===== src/rtl/rd_param_pkg.sv =====
// rtl/rd_param_pkg.sv - shared state encoding and default width for the rd_param divider
package rd_param_pkg;

  // Default operand/result width.
  localparam int RD_W_DEFAULT = 8;

  // Controller states: waiting for start, iterating quotient bits, sign fix-up/result register.
  typedef enum logic [1:0] {
    IDLE = 2'd0,
    CALC = 2'd1,
    FIX  = 2'd2
  } rd_state_t;

endpackage


===== src/rtl/rd_param_step.sv =====
// rtl/rd_param_step.sv - one combinational restoring-division iteration (module rd_step)
//
// Ports:
//   rem      in  W  current partial remainder (always < divisor)
//   dvd_msb  in  1  dividend bit shifted into the remainder this iteration
//   divisor  in  W  unsigned divisor magnitude
//   rem_next out W  partial remainder after the trial subtraction / restore
//   q_bit    out 1  quotient bit retired by this iteration
module rd_step
  import rd_param_pkg::*;
#(
  parameter int W = RD_W_DEFAULT
) (
  input  logic [W-1:0] rem,
  input  logic         dvd_msb,
  input  logic [W-1:0] divisor,
  output logic [W-1:0] rem_next,
  output logic         q_bit
);

  logic [W:0] shifted;
  logic [W:0] trial;

  assign shifted = {rem, dvd_msb};
  assign trial   = shifted - {1'b0, divisor};

  // When the shifted remainder reaches 2^W it always exceeds the W-bit divisor;
  // otherwise both operands fit in W bits and trial[W] is a true sign bit.
  assign q_bit    = shifted[W] | ~trial[W];
  // On restore shifted[W] is necessarily 0, so the low W bits are the whole value.
  assign rem_next = q_bit ? trial[W-1:0] : shifted[W-1:0];

endmodule


===== src/rtl/rd_param.sv =====
// rtl/rd_param.sv - parametrised sequential restoring divider, one quotient bit per clock
//
// Ports:
//   clk          in  1  rising-edge clock
//   reset        in  1  asynchronous active-low reset
//   start        in  1  request pulse, sampled only when idle
//   x            in  W  dividend (two's complement when signed_mode=1)
//   y            in  W  divisor  (two's complement when signed_mode=1)
//   signed_mode  in  1  1 = signed division, sampled with start
//   quotient     out W  result quotient, held until next completion
//   remainder    out W  result remainder, held until next completion
//   done         out 1  one-cycle pulse marking new results
//   busy         out 1  operation in flight
//   div_by_zero  out 1  completed operation had y == 0
//   overflow     out 1  completed operation was signed -2^(W-1) / -1
module rd_param
  import rd_param_pkg::*;
#(
  parameter int W = RD_W_DEFAULT
) (
  input  logic         clk,
  input  logic         reset,
  input  logic         start,
  input  logic [W-1:0] x,
  input  logic [W-1:0] y,
  input  logic         signed_mode,
  output logic [W-1:0] quotient,
  output logic [W-1:0] remainder,
  output logic         done,
  output logic         busy,
  output logic         div_by_zero,
  output logic         overflow
);

  localparam int CW = $clog2(W + 1);

  rd_state_t     state;
  rd_state_t     state_next;
  logic [CW-1:0] cnt;
  logic [W-1:0]  rem_q;
  logic [W-1:0]  dvd_q;    // dividend magnitude; quotient bits shift in from the LSB
  logic [W-1:0]  dvs_q;    // divisor magnitude
  logic [W-1:0]  x_q;      // original dividend, returned as remainder on divide by zero
  logic          neg_q;
  logic          neg_r;
  logic          dbz_q;
  logic          ovf_q;
  logic [W-1:0]  rem_next;
  logic          q_bit;

  rd_step #(.W(W)) u_step (
    .rem      (rem_q),
    .dvd_msb  (dvd_q[W-1]),
    .divisor  (dvs_q),
    .rem_next (rem_next),
    .q_bit    (q_bit)
  );

  assign busy = (state != IDLE);

  always_ff @(posedge clk or negedge reset) begin
    if (!reset) begin
      state <= IDLE;
    end else begin
      state <= state_next;
    end
  end

  always_comb begin
    state_next = state;
    case (state)
      IDLE:    if (start) state_next = CALC;
      CALC:    if (cnt == CW'(1)) state_next = FIX;
      FIX:     state_next = IDLE;
      default: state_next = IDLE;
    endcase
  end

  always_ff @(posedge clk or negedge reset) begin
    if (!reset) begin
      cnt         <= '0;
      rem_q       <= '0;
      dvd_q       <= '0;
      dvs_q       <= '0;
      x_q         <= '0;
      neg_q       <= 1'b0;
      neg_r       <= 1'b0;
      dbz_q       <= 1'b0;
      ovf_q       <= 1'b0;
      quotient    <= '0;
      remainder   <= '0;
      done        <= 1'b0;
      div_by_zero <= 1'b0;
      overflow    <= 1'b0;
    end else begin
      done <= 1'b0;
      case (state)
        IDLE: begin
          if (start) begin
            x_q         <= x;
            rem_q       <= '0;
            cnt         <= CW'(W);
            // Negating -2^(W-1) wraps to itself, which is the correct unsigned magnitude.
            dvd_q       <= (signed_mode && x[W-1]) ? -x : x;
            dvs_q       <= (signed_mode && y[W-1]) ? -y : y;
            neg_q       <= signed_mode & (x[W-1] ^ y[W-1]);
            neg_r       <= signed_mode & x[W-1];
            dbz_q       <= (y == '0);
            ovf_q       <= signed_mode && (x == {1'b1, {(W-1){1'b0}}}) && (y == '1);
            div_by_zero <= 1'b0;
            overflow    <= 1'b0;
          end
        end
        CALC: begin
          rem_q <= rem_next;
          dvd_q <= {dvd_q[W-2:0], q_bit};
          cnt   <= cnt - CW'(1);
        end
        FIX: begin
          if (dbz_q) begin
            quotient  <= '1;
            remainder <= x_q;
          end else begin
            quotient  <= neg_q ? -dvd_q : dvd_q;
            remainder <= neg_r ? -rem_q : rem_q;
          end
          div_by_zero <= dbz_q;
          overflow    <= ovf_q;
          done        <= 1'b1;
        end
        default: ;
      endcase
    end
  end

endmodule


===== config.mk =====
export PLATFORM = sky130hd
export DESIGN_NAME = rd_param
export DESIGN_NICKNAME = d
export VERILOG_FILES = /design/src/rtl/rd_param_pkg.sv /design/src/rtl/rd_param_step.sv /design/src/rtl/rd_param.sv
export SDC_FILE = /design/constraint.sdc
export NUM_CORES = 1
export LEC_CHECK = 0
export BUFFER_PORTS_ARGS = -buffer_cell sky130_fd_sc_hd__buf_2
export CAP_MARGIN = 15
export CORE_ASPECT_RATIO = 0.9
export CORE_MARGIN = 10
export CORE_UTILIZATION = 50
export DETAILED_ROUTE_END_ITERATION = 10
export PLACE_DENSITY = 0.76
export SETUP_SLACK_MARGIN = 0.2
export SYNTH_ARGS = -nofsm -noshare
export SYNTH_HDL_FRONTEND = slang
export SYNTH_HIERARCHICAL = 1
export SYNTH_SLANG_ARGS = --single-unit
export TNS_END_PERCENT = 1

===== constraint.sdc =====
create_clock -name clk -period 2.75 [get_ports clk]
set_clock_uncertainty 0.15 [all_clocks]
set_input_delay 0.55 -clock clk [delete_from_list [all_inputs] [get_ports clk]]
set_output_delay 0.55 -clock clk [all_outputs]
set_load 0.03 [all_outputs]

Word level (Yosys, flattened, before mapping)
Cells that the tools add are included.

storage, ports and cells
  flip-flop bits (word level) = 61
  input port bits = 20
  output and inout port bits = 20
  word-level logic and storage cells = 66

operators by class
  $add $sub $neg = 6
  equality and inequality tests = 7
  muxes and demuxes = 20
  bitwise logic cells = 5
  reduce and logical (&&, ||, !) cells = 13

operator list
  operator                                           number
  2-to-1 mux 8 bit                                   9
  negator 8 bit                                      4
  one-hot mux 8 bit (2 select lines)                 2
  == test 8 bit (second input constant)              2
  subtractor 9 x 8 -> 9 bit                          1
  logical NOT 8 bit                                  1
  one-hot mux 4 bit (2 select lines)                 1
  AND reduction 2 bit                                4
  nonzero test 2 bit                                 3
  == test 4 x 1 -> 1 bit (second input constant)     1
  logical AND 1 bit                                  4
  2-to-1 mux 2 bit                                   2
  2-to-1 mux 4 bit                                   1
  != test 2 bit (second input constant)              2
  one-hot mux 1 bit (2 select lines)                 2
  one-hot mux 2 bit (2 select lines)                 1
  subtractor 4 x 1 -> 4 bit (second input constant)  1
  AND 1 bit                                          2
  == test 2 x 1 -> 1 bit (second input constant)     1
  == test 2 bit (second input constant)              1
  logical NOT 2 bit                                  1
  2-to-1 mux 1 bit                                   2
  NOT 1 bit                                          1
  bitwise OR 1 bit                                   1
  XOR 1 bit                                          1

Logic depth before layout (Yosys ltp)
  depth in word-level cells = 5
  mapped depth = 10
  mapped depth without buffers = 10

Hierarchy
Netlist, hierarchy kept.

modules (own cells, without submodules)
  module    instances  cells an instance  area an instance (um^2)  seq. area each (um^2)
  rd_param  1          329                3,051.7                  1,526.5
  rd_step   1          64                 493.0                    0.0

Worst setup path before layout
OpenSTA, ideal clock, no wires.

  path kind = register to register
  from = register dvd_q[7]
  to = register rem_q[2]
  library setup time = 117 ps
  data arrival time = 1,957 ps
  required time = 2,483 ps
  slack = 526 ps
  stages on the path, launching flop included = 11
  path buffers = 0
  clock period less this slack = 2,224 ps
  path through = dfrtp_1 > inv_1 > ha_1 > fa_1 > nand2b_1 > a21oi_2 > o21a_4 > a21oi_4 > mux2_2 > nand2_1 > nand2_1

on the way
  cells in the longest elaborated chain, start to end = 5

RTL lines
  what                                  RTL line             source
  start: declaration                    rd_param.sv:41       logic [W-1:0] dvd_q;
  start signal: assignment              rd_param.sv:104      dvd_q <= (signed_mode && x[W-1]) ? -x : x;
  start signal: assignment              rd_param.sv:116      dvd_q <= {dvd_q[W-2:0], q_bit};
  subtractor 9 x 8 -> 9 bit *           rd_param_step.sv:25  assign trial = shifted - {1'b0, divisor};
  NOT 1 bit                             rd_param_step.sv:29  assign q_bit = shifted[W] | ~trial[W];
  bitwise OR 1 bit                      rd_param_step.sv:29
  2-to-1 mux 8 bit *                    rd_param_step.sv:31  assign rem_next = q_bit ? trial[W-1:0] : shifted[W-1:0];
  named net rem_next[2]                 rd_param.sv:48       logic [W-1:0] rem_next;
  one-hot mux 8 bit (2 select lines) *  rd_param.sv:97       case (state)
  end signal: assignment                rd_param.sv:115      rem_q <= rem_next;
  end: declaration                      rd_param.sv:40       logic [W-1:0] rem_q;

Mark *: on every way through the listed nets, which the timed path passes. The rest lies on a longest branch.
A chain may end at the register's enable or synchronous reset.

Final worst setup path
Ends and elaborated chain as after synthesis.

==> impl_results.rst <==
.. list-table::
   :header-rows: 1

   * - Metric
     - Value
   * - Cell Pwr Density
     - roughly 1300 nW/um^2
   * - Critical Path End Type
     - flip-flop
   * - Max H-tree Level
     - 3
   * - Type of the worst min-delay path
     - in -> async
   * - Number of enable-type register cells in the synthesized netlist
     - 0
   * - Static leakage
     - roughly 1.9 nW
   * - Area of the die
     - between 10,000 and 15,000 um^2
   * - Unique masters post-synth
     - 56
   * - Number of clock buffers inserted by TritonCTS
     - 9
   * - Mean routed wirelength per cell
     - between 15 and 20 um
   * - R2r startpoint
     - dvd_q[7]
   * - Run status
     - complete, no violations
   * - Count of routing violations after the opening detailed-route iteration
     - around 240
   * - Total number of clock tree sinks
     - 61
   * - Aggregate negative setup slack
     - 0 ps
   * - Area inside the core boundary
     - roughly 7000 um^2
   * - NumNets Final
     - approximately 470
   * - Layout-stage area growth over the synthesis result
     - 15.7%
   * - Worst-path fanout max
     - 8
   * - Normalized max-slew margin
     - 0.511
   * - TritonCTS clock tree
     - yes
   * - Remaining antenna violation count
     - 0
   * - Die Ht
     - between 90 and 100 um
   * - Register-to-register setup slack
     - about 330 ps
   * - Number of global-route vias before repair
     - 2,979
   * - Number of max-slew violations in the final report
     - 0
   * - Buffers added on ports
     - 39
   * - Data arrival, critical path
     - between 2000 and 3000 ps
   * - Clock latency reported for the late side of the worst-skew pair
     - ~350 ps
   * - Final critical-path required period
     - ~2400 ps
   * - Clock root cell
     - sky130_fd_sc_hd__clkbuf_8
   * - Hold-fix buffers, CTS
     - 0
   * - Max Clk Rate
     - a little over 0.4 GHz
   * - Final setup slack of the worst path
     - roughly 330 ps
   * - Share of the core filled with cells in the final layout
     - 0.589
   * - Quantity of gates resized following cts
     - 0
   * - Pwr Total
     - ~5.3 mW
   * - Starting density of the core
     - 0.509
   * - Total number of yosys warnings
     - 6
   * - Maximum resistive drop on vdd
     - a little under 0.8 mV
   * - Count of unresolved DRC violations after routing
     - 0
   * - Boundary Pins
     - 40
   * - Total via count after detailed routing
     - roughly 3,000
   * - Post-Syn Instances
     - about 390
   * - Largest net degree at the start of global routing
     - 36
   * - Kind of critical path
     - reg -> reg
   * - Diodes inserted
     - 0
   * - Antenna violations before repair
     - 0
   * - Grt ovf
     - 0
   * - Synthesis-stage register bit count
     - 61
   * - Total Routed Length
     - 8660 um
   * - Period utilisation layout
     - 0.881
   * - Standard-cell rows
     - 29
   * - Most used DFF post-synth
     - sky130_fd_sc_hd__dfrtp_1
   * - Type of origin of the critical path
     - flip-flop
   * - Routability cong.
     - roughly 0.95
   * - Number of filler instances in the final layout
     - around 630
   * - # placed instances
     - approximately 520
   * - Number of nets in the synthesized netlist
     - ~430
   * - Area of the mapped netlist
     - between 3000 and 4000 um^2
   * - Detailed-placement wirelength estimate
     - 6430 um
   * - Final-layout worst hold slack
     - 59.3 ps
   * - Clock slew seen by the registers of the worst setup and hold paths
     - 70 ps
   * - Worst-case reg-to-reg path depth
     - 10
   * - Buffers from clock root to sink, at most
     - 2
   * - Average via count per standard cell
     - 5.63
   * - Post-route standard cell area excluding fillers
     - about 4000 um^2
   * - # setup viols final
     - 0
   * - Instance area at placement
     - approximately 3900 um^2
   * - Share of post-route cells with drive strength above 1
     - 0.177
   * - Die Width
     - between 100 and 150 um
   * - Slew at the pin with the worst max-slew slack
     - 726 ps
   * - Cell Count, Final, Fillers Out
     - approximately 530
   * - Post-CTS setup repair buffer count
     - 0
   * - Mean instance size in the synthesized netlist
     - between 9 and 10 um^2
   * - Unrepaired setup endpoints after global routing
     - no
   * - WP data required
     - 2840 ps
   * - Count of max-cap constraint violations
     - 0
   * - Worst r2r dst
     - rem_q[2]
   * - Total routing usage reported by global routing
     - 0.166
   * - Hold violation count in the final report
     - 0
   * - Sequential cell area fraction in the yosys report
     - 0.431
   * - Fraction of registers with async set/reset
     - 1.00
   * - Worst setup slack after placement
     - between 300 and 400 ps
   * - Wire length of the first global-routing pass
     - approximately 14,000 um
   * - Number of search-and-repair iterations in the first detailed-routing pass
     - 5
-- synth_stat cells (5+ instances only) --
cell type / instances / area, um^2
sky130_fd_sc_hd__nand2_1: 63 / 236
sky130_fd_sc_hd__buf_2: 5 / 25.0
sky130_fd_sc_hd__a31oi_1: 7 / 43.8
sky130_fd_sc_hd__inv_1: 28 / 105
sky130_fd_sc_hd__a21oi_1: 18 / 90.1
sky130_fd_sc_hd__o21ai_0: 32 / 160
sky130_fd_sc_hd__ha_1: 15 / 188
sky130_fd_sc_hd__nand3_1: 14 / 70.1
sky130_fd_sc_hd__xnor2_1: 16 / 140
sky130_fd_sc_hd__o31ai_1: 8 / 60.1
sky130_fd_sc_hd__xor2_1: 7 / 61.3
sky130_fd_sc_hd__dfrtp_1: 61 / 1530
sky130_fd_sc_hd__clkbuf_1: 8 / 30.0
sky130_fd_sc_hd__nor3_1: 8 / 40.0
sky130_fd_sc_hd__mux2i_1: 9 / 90.1
sky130_fd_sc_hd__nor2_1: 25 / 93.8
-- worst max-delay path by stage --
stage                     endpoint     start
final                     rem_q[2]  dvd_q[7]
after global routing      rem_q[7]  dvd_q[7]
after CTS                 rem_q[2]  rem_q[0]
after detailed placement  rem_q[2]  rem_q[0]
after global placement    rem_q[4]  rem_q[0]
after floorplan           rem_q[2]  dvd_q[7]
-- power by group --
group          switching (mW)  internal (mW)  leakage, nW  total, mW
combinational            1.54           1.11         1.05       2.65
clock                   0.362          0.602        0.116      0.964
sequential              0.380           1.28        0.742       1.66
-- flip-flops by register name, summed over array words and instances (netlist names) --
register     count
dvd_q            8
dvs_q            8
quotient         8
rem_q            8
remainder        8
x_q              8
cnt              4
state            2
dbz_q            1
div_by_zero      1
done             1
neg_q            1
neg_r            1
overflow         1
ovf_q            1
-- layout by cell type, fill, tap and decap left out, types with 2 or more instances in the layout --
cell type | synthesis | final
sky130_fd_sc_hd__a22oi_1 | 4 | 4
sky130_fd_sc_hd__or4_1 | 4 | 4
sky130_fd_sc_hd__and3_1 | 3 | 3
sky130_fd_sc_hd__o21a_1 | 2 | 2
sky130_fd_sc_hd__mux2i_1 | 9 | 9
sky130_fd_sc_hd__a31oi_1 | 7 | 7
sky130_fd_sc_hd__o211ai_1 | 2 | 2
sky130_fd_sc_hd__buf_2 | 5 | 39
sky130_fd_sc_hd__o31ai_1 | 8 | 8
sky130_fd_sc_hd__bufinv_16 | 0 | 3
sky130_fd_sc_hd__nor3_1 | 8 | 8
sky130_fd_sc_hd__a21oi_1 | 18 | 18
sky130_fd_sc_hd__nand2_1 | 63 | 63
sky130_fd_sc_hd__nand2b_1 | 4 | 4
sky130_fd_sc_hd__nand4_1 | 4 | 4
sky130_fd_sc_hd__nand3_1 | 14 | 14
sky130_fd_sc_hd__buf_4 | 0 | 6
sky130_fd_sc_hd__a211oi_1 | 2 | 2
sky130_fd_sc_hd__o21ai_0 | 32 | 32
sky130_fd_sc_hd__dfrtp_1 | 61 | 60
sky130_fd_sc_hd__xnor2_1 | 16 | 16
sky130_fd_sc_hd__o22ai_1 | 3 | 3
sky130_fd_sc_hd__mux2_2 | 4 | 4
sky130_fd_sc_hd__inv_1 | 28 | 28
sky130_fd_sc_hd__xor2_1 | 7 | 7
sky130_fd_sc_hd__or4_4 | 2 | 2
sky130_fd_sc_hd__clkbuf_8 | 0 | 9
sky130_fd_sc_hd__nor3b_1 | 2 | 2
sky130_fd_sc_hd__a21boi_0 | 2 | 2
sky130_fd_sc_hd__ha_1 | 15 | 15
sky130_fd_sc_hd__a21o_1 | 2 | 2
sky130_fd_sc_hd__nor2_1 | 25 | 25
sky130_fd_sc_hd__and2_1 | 2 | 2
sky130_fd_sc_hd__nor2b_1 | 3 | 3
-- per-layer routing --
layer / GRT usage / routed length [um] / vias up
met5: 0 / 0 / -
met4: 0.0527 / 88 / 0
met3: 0.0564 / 683 / 8
met2: 0.255 / 3970 / 93
met1: 0.214 / 3910 / 1438
li1: - / - / 1469
-- logic make-up (layout without fill, tap and decap cells) --
| group | after synthesis | after routing | synth area share |
|---|---|---|---|
| XOR/XNOR | 23 | 23 | 0.0568 |
| buffers and inverters | 43 | 91 | 0.0473 |
| multiplexers | 13 | 13 | 0.0381 |
| adder cells (fa/ha/maj) | 16 | 16 | 0.0586 |
| AND/OR/NAND/NOR | 139 | 139 | 0.184 |
| AO/OA/AOI/OAI | 98 | 98 | 0.185 |
| flip-flops | 61 | 61 | 0.431 |
-- worst max-delay path: stages (launching register included) --
cell and delay [ps]:
sky130_fd_sc_hd__dfrtp_1 410, sky130_fd_sc_hd__inv_1 90, sky130_fd_sc_hd__ha_1 190, sky130_fd_sc_hd__fa_1 210
sky130_fd_sc_hd__nand2b_1 160, sky130_fd_sc_hd__a21oi_2 80, sky130_fd_sc_hd__o21a_4 230, sky130_fd_sc_hd__a21oi_4 310
sky130_fd_sc_hd__mux2_2 380, sky130_fd_sc_hd__nand2_1 70, sky130_fd_sc_hd__nand2_1 50
-- final cells by class --
| class | count | area (um^2) | area share |
|---|---|---|---|
| clock buffers | 10 | 128 | 0.0311 |
| clock inverters | 6 | 111 | 0.0271 |
| inverters | 29 | 109 | 0.0265 |
| repair buffers | 46 | 260 | 0.0634 |
| well taps | 93 | 116 | 0.0284 |
| flip-flops and latches | 61 | 1530 | 0.372 |
| multi-input cells | 289 | 1850 | 0.451 |
Power figures use the tool's default switching activity.
